==> src/rtl/conv_mac_feeder.sv <==
// conv_mac_feeder
//   Drives a pipelined MAC to compute a valid (no-padding) 1-D convolution
//   y[j] = sum_k x[j+k]*w[k], j = 0..N-M.
//   Filter taps and then input samples arrive over a valid/ready load
//   stream. For each output point the MAC accumulator is cleared, M tap
//   products are issued back to back, and the accumulated value is captured
//   when the M-th MAC valid_out returns. The MAC latency is not assumed;
//   only the returned valid_out pulses are counted.
// Ports:
//   clk, reset            clock, asynchronous active-high reset
//   s_data/s_valid/s_ready load stream (M taps first, then N samples)
//   mac_reset             MAC reset / accumulator clear
//   a, b, valid_in        MAC operands (sample, tap) and their valid
//   mac_f, mac_valid_out  MAC accumulator output and its valid
//   y, y_valid            convolution result, one-cycle pulse
//   done                  one-cycle pulse after the last result
module conv_mac_feeder #(
  parameter int WIDTH = 14,
  parameter int N     = 8,
  parameter int M     = 3
) (
  input  logic                      clk,
  input  logic                      reset,
  input  logic signed [WIDTH-1:0]   s_data,
  input  logic                      s_valid,
  output logic                      s_ready,
  output logic                      mac_reset,
  output logic signed [WIDTH-1:0]   a,
  output logic signed [WIDTH-1:0]   b,
  output logic                      valid_in,
  input  logic [2*WIDTH-1:0]        mac_f,
  input  logic                      mac_valid_out,
  output logic signed [2*WIDTH-1:0] y,
  output logic                      y_valid,
  output logic                      done
);

  localparam int IW = $clog2(N + 1);

  typedef enum logic [2:0] {
    LOAD_W, LOAD_X, CLEAR, ISSUE, DRAIN, OUTPUT, DONE
  } state_t;

  state_t                  state;
  logic signed [WIDTH-1:0] w [M];
  logic signed [WIDTH-1:0] x [N];
  logic [IW-1:0]           ld_cnt, j, k, ret_cnt;
  logic                    xfer;
  logic [IW-1:0]           k_nxt, w_idx, x_idx;
  logic signed [WIDTH-1:0] a_nxt, b_nxt;

  assign xfer  = s_valid & s_ready;
  assign k_nxt = k + IW'(1);

  // Operand select for the cycle being set up: tap 0 when leaving CLEAR,
  // otherwise the next tap within ISSUE.
  assign w_idx = (state == CLEAR) ? '0 : k_nxt;
  assign x_idx = j + w_idx;

  always_comb begin
    a_nxt = '0;
    b_nxt = '0;
    for (int i = 0; i < N; i++)
      if (x_idx == IW'(i)) a_nxt = x[i];
    for (int i = 0; i < M; i++)
      if (w_idx == IW'(i)) b_nxt = w[i];
  end

  always_ff @(posedge clk or posedge reset) begin
    if (reset) begin
      state     <= LOAD_W;
      ld_cnt    <= '0;
      j         <= '0;
      k         <= '0;
      ret_cnt   <= '0;
      s_ready   <= 1'b0;
      mac_reset <= 1'b1;
      valid_in  <= 1'b0;
      a         <= '0;
      b         <= '0;
      y         <= '0;
      y_valid   <= 1'b0;
      done      <= 1'b0;
      for (int i = 0; i < M; i++) w[i] <= '0;
      for (int i = 0; i < N; i++) x[i] <= '0;
    end else begin
      y_valid <= 1'b0;
      done    <= 1'b0;
      // Returns are only meaningful while our own products are in flight.
      if ((state == ISSUE || state == DRAIN) && mac_valid_out)
        ret_cnt <= ret_cnt + IW'(1);

      case (state)
        LOAD_W: begin
          s_ready   <= 1'b1;
          mac_reset <= 1'b0;
          if (xfer) begin
            for (int i = 0; i < M; i++)
              if (ld_cnt == IW'(i)) w[i] <= s_data;
            if (ld_cnt == IW'(M - 1)) begin
              ld_cnt <= '0;
              state  <= LOAD_X;
            end else begin
              ld_cnt <= ld_cnt + IW'(1);
            end
          end
        end
        LOAD_X: begin
          if (xfer) begin
            for (int i = 0; i < N; i++)
              if (ld_cnt == IW'(i)) x[i] <= s_data;
            if (ld_cnt == IW'(N - 1)) begin
              ld_cnt    <= '0;
              s_ready   <= 1'b0;
              j         <= '0;
              mac_reset <= 1'b1;
              ret_cnt   <= '0;
              state     <= CLEAR;
            end else begin
              ld_cnt <= ld_cnt + IW'(1);
            end
          end
        end
        CLEAR: begin
          mac_reset <= 1'b0;
          valid_in  <= 1'b1;
          a         <= a_nxt;
          b         <= b_nxt;
          k         <= '0;
          state     <= ISSUE;
        end
        ISSUE: begin
          if (k == IW'(M - 1)) begin
            valid_in <= 1'b0;
            state    <= DRAIN;
          end else begin
            k <= k_nxt;
            a <= a_nxt;
            b <= b_nxt;
          end
        end
        DRAIN: begin
          // The M-th return carries the finished accumulation.
          if (mac_valid_out && ret_cnt == IW'(M - 1)) begin
            y       <= mac_f;
            y_valid <= 1'b1;
            state   <= OUTPUT;
          end
        end
        OUTPUT: begin
          if (j == IW'(N - M)) begin
            done  <= 1'b1;
            state <= DONE;
          end else begin
            j         <= j + IW'(1);
            mac_reset <= 1'b1;
            ret_cnt   <= '0;
            state     <= CLEAR;
          end
        end
        DONE: begin
          s_ready <= 1'b1;
          state   <= LOAD_W;
        end
        default: state <= LOAD_W;
      endcase
    end
  end

endmodule

==> config.mk <==
export PLATFORM = sky130hd
export DESIGN_NAME = conv_mac_feeder
export DESIGN_NICKNAME = d
export VERILOG_FILES = /design/src/rtl/conv_mac_feeder.sv
export SDC_FILE = /design/constraint.sdc
export NUM_CORES = 1
export LEC_CHECK = 0
export CORE_UTILIZATION = 64
export DETAILED_ROUTE_END_ITERATION = 7
export DONT_BUFFER_PORTS = 1
export PLACE_DENSITY = 0.81
export SYNTH_ARGS = -nofsm -noshare
export SYNTH_HDL_FRONTEND = slang
export SYNTH_SLANG_ARGS = --single-unit
==> constraint.sdc <==
create_clock -name clk -period 10.21 [get_ports clk]
set_input_delay 2.042 -clock clk [delete_from_list [all_inputs] [get_ports clk]]
set_output_delay 2.042 -clock clk [all_outputs]
set_load 0.01 [all_outputs]
Word-level counts from Yosys, hierarchy flattened --
Cells that the tools add are included.
Word-level totals: logic and storage cells 149, register bits after elaboration 234
Cells by class: reduce and logical (&&, ||, !) cells 33, add/sub/neg operators 5, bitwise gates (word level) 1, mux-type cells 53, equal/unequal tests 33
Operators with widths (count):
- two-way mux 14 bit | 13
- one-hot mux 14 bit (2 select lines) | 2
- two-way mux 4 bit | 13
- AND reduction 3 bit | 13
- equality test 4 x 3 -> 1 bit (second input constant) | 9
- one-hot mux 4 bit (2 select lines) | 4
- equality test 4 x 2 -> 1 bit (second input constant) | 7
- two-way mux 3 bit | 7
- one-hot mux 3 bit (6 select lines) | 1
- adder 4 x 1 -> 4 bit (second input constant) | 4
- equality test 4 x 1 -> 1 bit (second input constant) | 3
- zero test 4 bit | 3
- != test 2 bit (second input constant) | 6
- two-way mux 1 bit | 10
- equality test 3 bit (second input constant) | 3
- AND reduction 4 bit | 2
- nonzero test 2 bit | 4
- equality test 3 x 2 -> 1 bit (second input constant) | 2
- AND reduction 2 bit | 3
- AND reduction 6 bit | 1
- adder 4 bit | 1
- != test 2 x 1 -> 1 bit (second input constant) | 2
- one-hot mux 1 bit (2 select lines) | 2
- OR reduction 2 bit | 2
- 7 further kinds | 8

Longest topological paths before layout --
Gate-level depths: netlist of run 1.
depth in word-level cells 14, gate-level depth with buffers 15, mapped depth without buffers 12

Least setup slack after synthesis of run 1 --
No wires, ideal clock.
kind input-to-reg, start input port s_valid, end register w[16] (netlist bit), library setup time 125 ps, stages 5, data arrival time 3133 ps, slack 6952 ps, cells stage by stage and2_1 > buf_2 > nand3_1 > buf_2 > mux2_2
Between the ends: cells in the longest elaborated chain, start to end 2
Ends and longest elaborated chain:
- from (decl) | line 25 | input logic s_valid,
- bitwise AND 1 bit | line 52 | assign xfer = s_valid & s_ready;
- AND reduction 3 bit (no source line)
- to (signal, indexed assignment) | line 99 | if (ld_cnt == IW'(i)) w[i] <= s_data;
- to (decl) | line 45 | logic signed [WIDTH-1:0] w [M];
Every way passes these cells. A chain may end at the register's enable or synchronous reset.

Worst setup path after layout of run 1 --
start register state[2], end register a[6]
Between the ends: cells in the longest elaborated chain, start to end 14, elaborated cells between the ends (all ways) 25, classes of those cells 1 x add/sub; 10 x eq/ne; 11 x mux; 3 x reduce/logical
Ends and longest elaborated chain:
- from (decl) | line 44 | state_t state;
- from (signal assigned) | line 71 | state <= LOAD_W;
- from (signal assigned) | line 102 | state <= LOAD_X;
- from (signal assigned) | line 118 | state <= CLEAR;
- equality test 3 x 2 -> 1 bit | line 57, 93
- two-way mux 4 bit | line 57 | assign w_idx = (state == CLEAR) ? '0 : k_nxt;
- adder 4 bit | line 58 | assign x_idx = j + w_idx;
- zero test 4 bit | line 64 | if (x_idx == IW'(i)) a_nxt = x[i];
- two-way mux 14 bit (8 in a row) | line 64
- two-way mux 14 bit | line 133 | if (k == IW'(M - 1)) begin
- one-hot mux 14 bit (2 select lines) | line 93 | case (state)
- to (signal assigned) | line 127 | a <= a_nxt;
- to (signal assigned) | line 138 | a <= a_nxt;
- to (decl) | line 28 | output logic signed [WIDTH-1:0] a,
Parallel ways exist; a longest one is shown, timed or not. The select of a mux whose other input is x is not followed.

==> results of run 1 <==
-- placed cells by master, fill, tap and decap left out, types with 10 or more instances in the layout --
cell and n:
a211oi_1 15, a21oi_1 21, a221oi_1 15, a22oi_1 12, a31oi_1 14, and2_1 14, clkbuf_16 24, dfrtp_1 233
ha_1 13, inv_1 10, mux2_1 28, mux2_2 104, mux2_4 38, mux4_2 12, nand2_1 140, nand3_1 34
nor2_1 38, o21ai_0 26
-- per-stage QoR --
stage / hold WS (ns) / setup WS, ns / std cells / util
2_1_floorplan: 0.437 / 1.75 / 910 / -
3_3_place_gp: 0.450 / 6.42 / 1074 / 0.660
3_5_place_dp: 0.455 / 6.37 / 1074 / 0.660
4_1_cts: 0.470 / 6.34 / 1118 / 0.706
5_1_grt: 0.487 / 5.95 / 1118 / 0.706
6_report: 0.468 / 6.28 / 1118 / 0.706
-- cells in the mapped netlist, types with 15 or more instances --
library cell,instances
dfrtp_1,233
nand2_1,140
mux2_2,104
nor2_1,39
mux2_4,38
nand3_1,34
clkbuf_1,30
mux2_1,28
buf_2,27
o21ai_0,26
a21oi_1,22
a211oi_1,15
a221oi_1,15
-- worst register-to-register path: cells and delay by family, from the launching register on --
| family | cells | cell delay (ns) |
|---|---|---|
| fa+ha+maj | 2 | 0.71 |
| buf+inv | 2 | 0.54 |
| compound gates | 1 | 0.21 |
| flops | 1 | 0.65 |
| simple gates | 8 | 1.75 |
-- cell families (layout without fill, tap and decap cells) --
kind of cell    after synthesis  after routing  synth area share
simple gates                268            268             0.117
flops                       234            234             0.535
mux                         187            187             0.217
compound gates              119            119            0.0699
buf+inv                      76             64            0.0334
fa+ha+maj                    14             14            0.0167
xor+xnor                     12             12            0.0103
-- path summary, 6_finish.rpt --
path | startpoint | end | slack (ns)
max in group asynchronous | reset | x[105] | 7.34
min in group asynchronous | reset | a[9] | 1.49
worst max register to register | state[2] | a[6] | 6.28
worst max-delay path | state[2] | a[6] | 6.28
worst min-delay path | x[9] | x[9] | 0.47
worst min register to register | x[9] | x[9] | 0.47
-- area by class of cell --
class | instances | area (um2) | area share
Clock inverter | 17 | 149 | 0.0127
Sequential cell | 234 | 5860 | 0.498
Clock buffer | 27 | 622 | 0.0529
Inverter | 11 | 48.8 | 0.00415
Tap cell | 220 | 275 | 0.0234
Timing Repair Buffer | 9 | 67.6 | 0.00575
Multi-Input combinational cell | 600 | 4740 | 0.403
-- per-layer routing --
| metal | share of wire | track usage | vias up |
|---|---|---|---|
| met3 | 0.076 | 0.0579 | 29 |
| li1 | - | - | 3149 |
| met1 | 0.44 | 0.410 | 3568 |
| met5 | 0 | 0 | - |
| met2 | 0.47 | 0.442 | 256 |
| met4 | 0.013 | 0.0690 | 0 |
-- power breakdown --
group / total, mW / internal, mW / leakage (nW) / switching, mW
clock network: 0.852 / 0.473 / 0.385 / 0.379
registers: 1.43 / 1.18 / 3.14 / 0.250
logic: 1.39 / 0.539 / 2.29 / 0.847
total: 3.67 / 2.19 / 5.82 / 1.48
-- sequential cells by signal (all words and copies together), names as in the netlist, 3 cells and up --
| signal | count |
|---|---|
| b | 14 |
| w | 42 |
| ret_cnt | 4 |
| ld_cnt | 4 |
| x | 112 |
| state | 3 |
| j | 4 |
| k | 4 |
| a | 14 |
| y | 28 |
==> results.cfg, run 1 <==
[run_status]
status = complete, no violations

[timing]
hold_viol = 0
final.min_clock_period_ns = 3.93
drv_slew = 0
tightest_slew_ns = 1.19
slew-limit-headroom = 0.200
setup_tns_ns = 0
rsz0062_at_grt = no
finalSetupViolCount = 0
fin_skew_ns = 0.0195
period_share = 0.384
fmax_mhz = 255

[routing]
vias = 7002
firstDrtPassIters = 5
drt-wirelength-per-cell_um = 20.9
ant_nets = 0
avgViaCountPerCell = 6.26
drt_iter0_drc = 557
wl_mm = 23.3
drc_errors = 0

[power_and_ir_drop]
ir_drop_mv = 0.289
power_mw = 3.67
p_per_area_nw_per_um2 = 312
leakagePower_nw = 5.82

[clock_network]
cts_buffers = 24
cts_root_buf = clkbuf_16
clockBufferDepth = 3
path_clk_slew_ns = 0.06
hold_buffers = 0
numClockSinks = 234
cts_tree = built
cts_setup_buffers = 0
cts_htree_levels = 1
clkLatencyLatePin_ns = 0.53
cts_resized = 0

[worst_setup_path]
crit_path_end_kind = register
crit_type = reg2reg
worst-path-max-fanout = 44
r2r_cells = 13
crit_family = simple AND/OR/NAND/NOR gates
cp-start-kind = register
cp.buffers_inverters = 2
crit_top_cell = nor2_1
critPathSlowestCell = nor2_1
path_depth = 13
crit_path_max_incr_delay_ns = 0.70
path_cells = nand2b_1 > nor2_1 > nor2_1 > ha_1 > inv_1 > fa_2 > buf_4 > nand2b_1 > nor2_1 > nand2_1 > nand2_1 > nand3_1 > a22oi_1
critPathArrivalTime_ns = 4.38
cp.required_ns = 10.66

[placement]
port_buffers = 0
dpl_cell_area_um2 = 11000
gp_congestion = 0.816
dp_hpwl_mm = 15.0

[synthesis]
yosys_warnings = 0
synth_edf_count = 0
synthArstFlopShare = 1.00
yosysTopAreaCellShare = 0.533
syn_area_um2 = 10900
synth_top_area_cell = dfrtp_1
syn-num-nets = 970
syn_area_per_cell_um2 = 12.0
synthTopCellsByArea = dfrtp_1 (53%), mux2_2 (11%), mux2_4 (5.2%)
syn_inst = 910
ys_types = 51
ys_seq_area_frac = 0.535
yosys_most_used_dff = dfrtp_1
ys_ff_latch = 234

[floorplan]
rows = 47
die_area_um2 = 17600
die_height_um = 133
die_x_um = 133
ios = 107
initial_core_util = 0.658
core_area_um2 = 16600

[grt]
grt_use_total = 0.283
grt.overflow.total = 0
antenna_found_initial = 0
grt_pass1_vias = 7129
grt_max_degree = 98
grt_pass1_wl_mm = 39.0

[layout]
fin_nets = 940
stdcell_area_um2 = 11800
drive_gt1_frac = 0.249
fillers = 1091
area_delta_synth_final_pct = 7.43
antenna_cells = 0

[worst_hold_path]
min_delay_path_depth = 2
hold_class = reg2reg

[run]
drv_cap = 0
Note: power is estimated with default switching activity, not from simulation.
==> run 2, diff against run 1 <==
--- a/config.mk
+++ b/config.mk
@@ -5,10 +5,10 @@
 export SDC_FILE = /design/constraint.sdc
 export NUM_CORES = 1
 export LEC_CHECK = 0
-export CORE_UTILIZATION = 64
+export CORE_UTILIZATION = 58
 export DETAILED_ROUTE_END_ITERATION = 7
 export DONT_BUFFER_PORTS = 1
-export PLACE_DENSITY = 0.81
+export PLACE_DENSITY = 0.77
 export SYNTH_ARGS = -nofsm -noshare
 export SYNTH_HDL_FRONTEND = slang
 export SYNTH_SLANG_ARGS = --single-unit
==> constraint.sdc (replaced) <==
create_clock -name clk -period 3.3 [get_ports clk]
set_input_delay 0.66 -clock clk [delete_from_list [all_inputs] [get_ports clk]]
set_output_delay 0.66 -clock clk [all_outputs]
set_load 0.01 [all_outputs]
==> results.cfg, run 2 (synthesis gave the netlist of run 1 again) <==
[clock_network]
cts_htree_levels = 1
cts_tree = built
cts_root_buf = clkbuf_16
hold_buffers = 0
clockBufferDepth = 3
cts_buffers = 24
path_clk_slew_ns = 0.07
numClockSinks = 234
clkLatencyLatePin_ns = 0.52

[timing]
tightest_slew_ns = 1.23
finalSetupViolCount = 0
hold_slack_ns = 0.171
finalWorstSetupSlack_ns = 0.239
fin_skew_ns = 0.0133
fmax_mhz = 327
drv_slew = 0
rsz0062_at_grt = no
period_share = 0.928
hold_viol = 0
final.min_clock_period_ns = 3.06
slew-limit-headroom = 0.182

[placement]
place_worst_setup_slack_ns = 0.264
dp_hpwl_mm = 15.1
gp_congestion = 0.790
port_buffers = 0

[power_and_ir_drop]
ir_drop_mv = 0.655
swShare = 0.380
p_per_area_nw_per_um2 = 994
share_comb_of_total_power = 0.388
leakagePower_nw = 5.93
clockPowerShare = 0.247
net-switching-power_mw = 4.53
p_int_mw = 7.39
p_seq_frac = 0.365

[routing]
firstDrtPassIters = 5
drt-wirelength-per-cell_um = 20.2
drc_errors = 0
drt_iter0_drc = 437
wl_mm = 23.0
ant_nets = 0
avgViaCountPerCell = 6.03
vias = 6859

[run_status]
status = complete, no violations

[floorplan]
die_x_um = 139
die_height_um = 139
ios = 107
rows = 49
die_area_um2 = 19400
core_area_um2 = 18200
initial_core_util = 0.601

[worst_setup_path]
crit_path_end_kind = register
critPathArrivalTime_ns = 3.49
worst-path-max-fanout = 14
cp.required_ns = 3.73
crit_type = reg2reg
cp-start-kind = register

[layout]
antenna_cells = 0
layout.cells.most_common = dfrtp_1
layout_common_cells = dfrtp_1 (233), nand2_1 (140), mux2_2 (104)
drive_gt1_frac = 0.260
top_register = x
fin_nets = 952
largest_reg_flops = 112
area_delta_synth_final_pct = 9.58
reg_top3 = x: 112 flops, w: 42 flops, y: 28 flops

[grt]
grt_use_total = 0.245
grt_pass1_vias = 7019
grt.overflow.total = 0
grt_max_degree = 199
antenna_found_initial = 0
grt_pass1_wl_mm = 37.8

[run]
drv_cap = 0

[worst_hold_path]
hold_class = in2async
==> run 2: cell count changes in the layout (fill, tap and decap cells not counted) <==
cell | previous run | this run
buf_4 | 9 | 18
clkbuf_8 | 1 | 8
clkinv_2 | 8 | 3
bufinv_16 | 1 | 4
clkinv_4 | 3 | 0
buf_12 | 0 | 2
inv_6 | 2 | 0
inv_8 | 2 | 0
buf_6 | 0 | 1
clkinvlp_4 | 1 | 2
nor2_1 | 38 | 37
nor2_2 | 1 | 2
==> run 2: path summary, 6_finish.rpt <==
check | from | end | slack (ns) | depth (start not counted)
setup / recovery | k[0] | a[0] | 0.24 | 9
hold / removal | reset | ret_cnt[2] | 0.17 | 2
setup reg to reg | k[0] | a[0] | 0.24 | 9
hold reg to reg | x[7] | x[7] | 0.47 | 2
max in group asynchronous | reset | w[24] | 2.09 | 2
min in group clk | s_data[6] | x[6] | 0.25 | 2
==> run 2: routing by layer <==
layer / vias up / wire length (um) / GRT usage / part of all wire
li1: 3158 / - / - / -
met1: 3486 / 10600 / 0.359 / 0.46
met2: 185 / 10600 / 0.378 / 0.46
met3: 30 / 1440 / 0.0451 / 0.063
met4: 0 / 314 / 0.0643 / 0.014
met5: - / 0 / 0 / 0
==> run 2: layout make-up <==
cell class / instances / area, um2
sequential: 234 / 5860
inverter: 11 / 45.0
tap: 229 / 287
timing repair buffer: 21 / 186
multi-input combinational: 600 / 4740
clock buffer: 34 / 718
clock inverter: 9 / 159
fill: 1313 / 6220
==> run 2: metrics by stage <==
| stage | setup TNS, ns | utilization | cells | instance area [um2] | power, mW |
|---|---|---|---|---|---|
| global route | 0 | 0.659 | 1138 | 12000 | 12.7 |
| detailed placement | 0 | 0.610 | 1095 | 11100 | 8.98 |
| global placement | 0 | 0.610 | 1095 | 11100 | 8.85 |
| floorplan | -98.58 | - | 910 | 10900 | 7.75 |
| finish | 0 | 0.659 | 1138 | 12000 | 11.9 |
| CTS | 0 | 0.658 | 1138 | 12000 | 12.0 |
==> run 2: power groups by stage <==
stage / registers (mW) / clock network, mW / logic (mW)
2_1_floorplan: 4.19 / 0 / 3.56
3_3_place_gp: 4.36 / 0 / 4.49
3_5_place_dp: 4.39 / 0 / 4.59
4_1_cts: 4.35 / 2.97 / 4.62
5_1_grt: 4.45 / 3.10 / 5.10
6_report: 4.35 / 2.94 / 4.63
==> run 2: critical path: stages, from the launching register on <==
cell     delay [ns]
dfrtp_1        0.44
inv_1          0.07
ha_1           0.32
inv_1          0.08
nand2_1        0.11
fa_2           0.41
xor2_2         0.21
nor2_1         0.86
a31oi_1        0.23
a22oi_1        0.23
==> run 2: repair_timing <==
item,CTS,global route
setup buffers,0,0
gates resized for setup,0,2
endpoints found under the hold margin,0,0
endpoints found under the setup margin,0,6
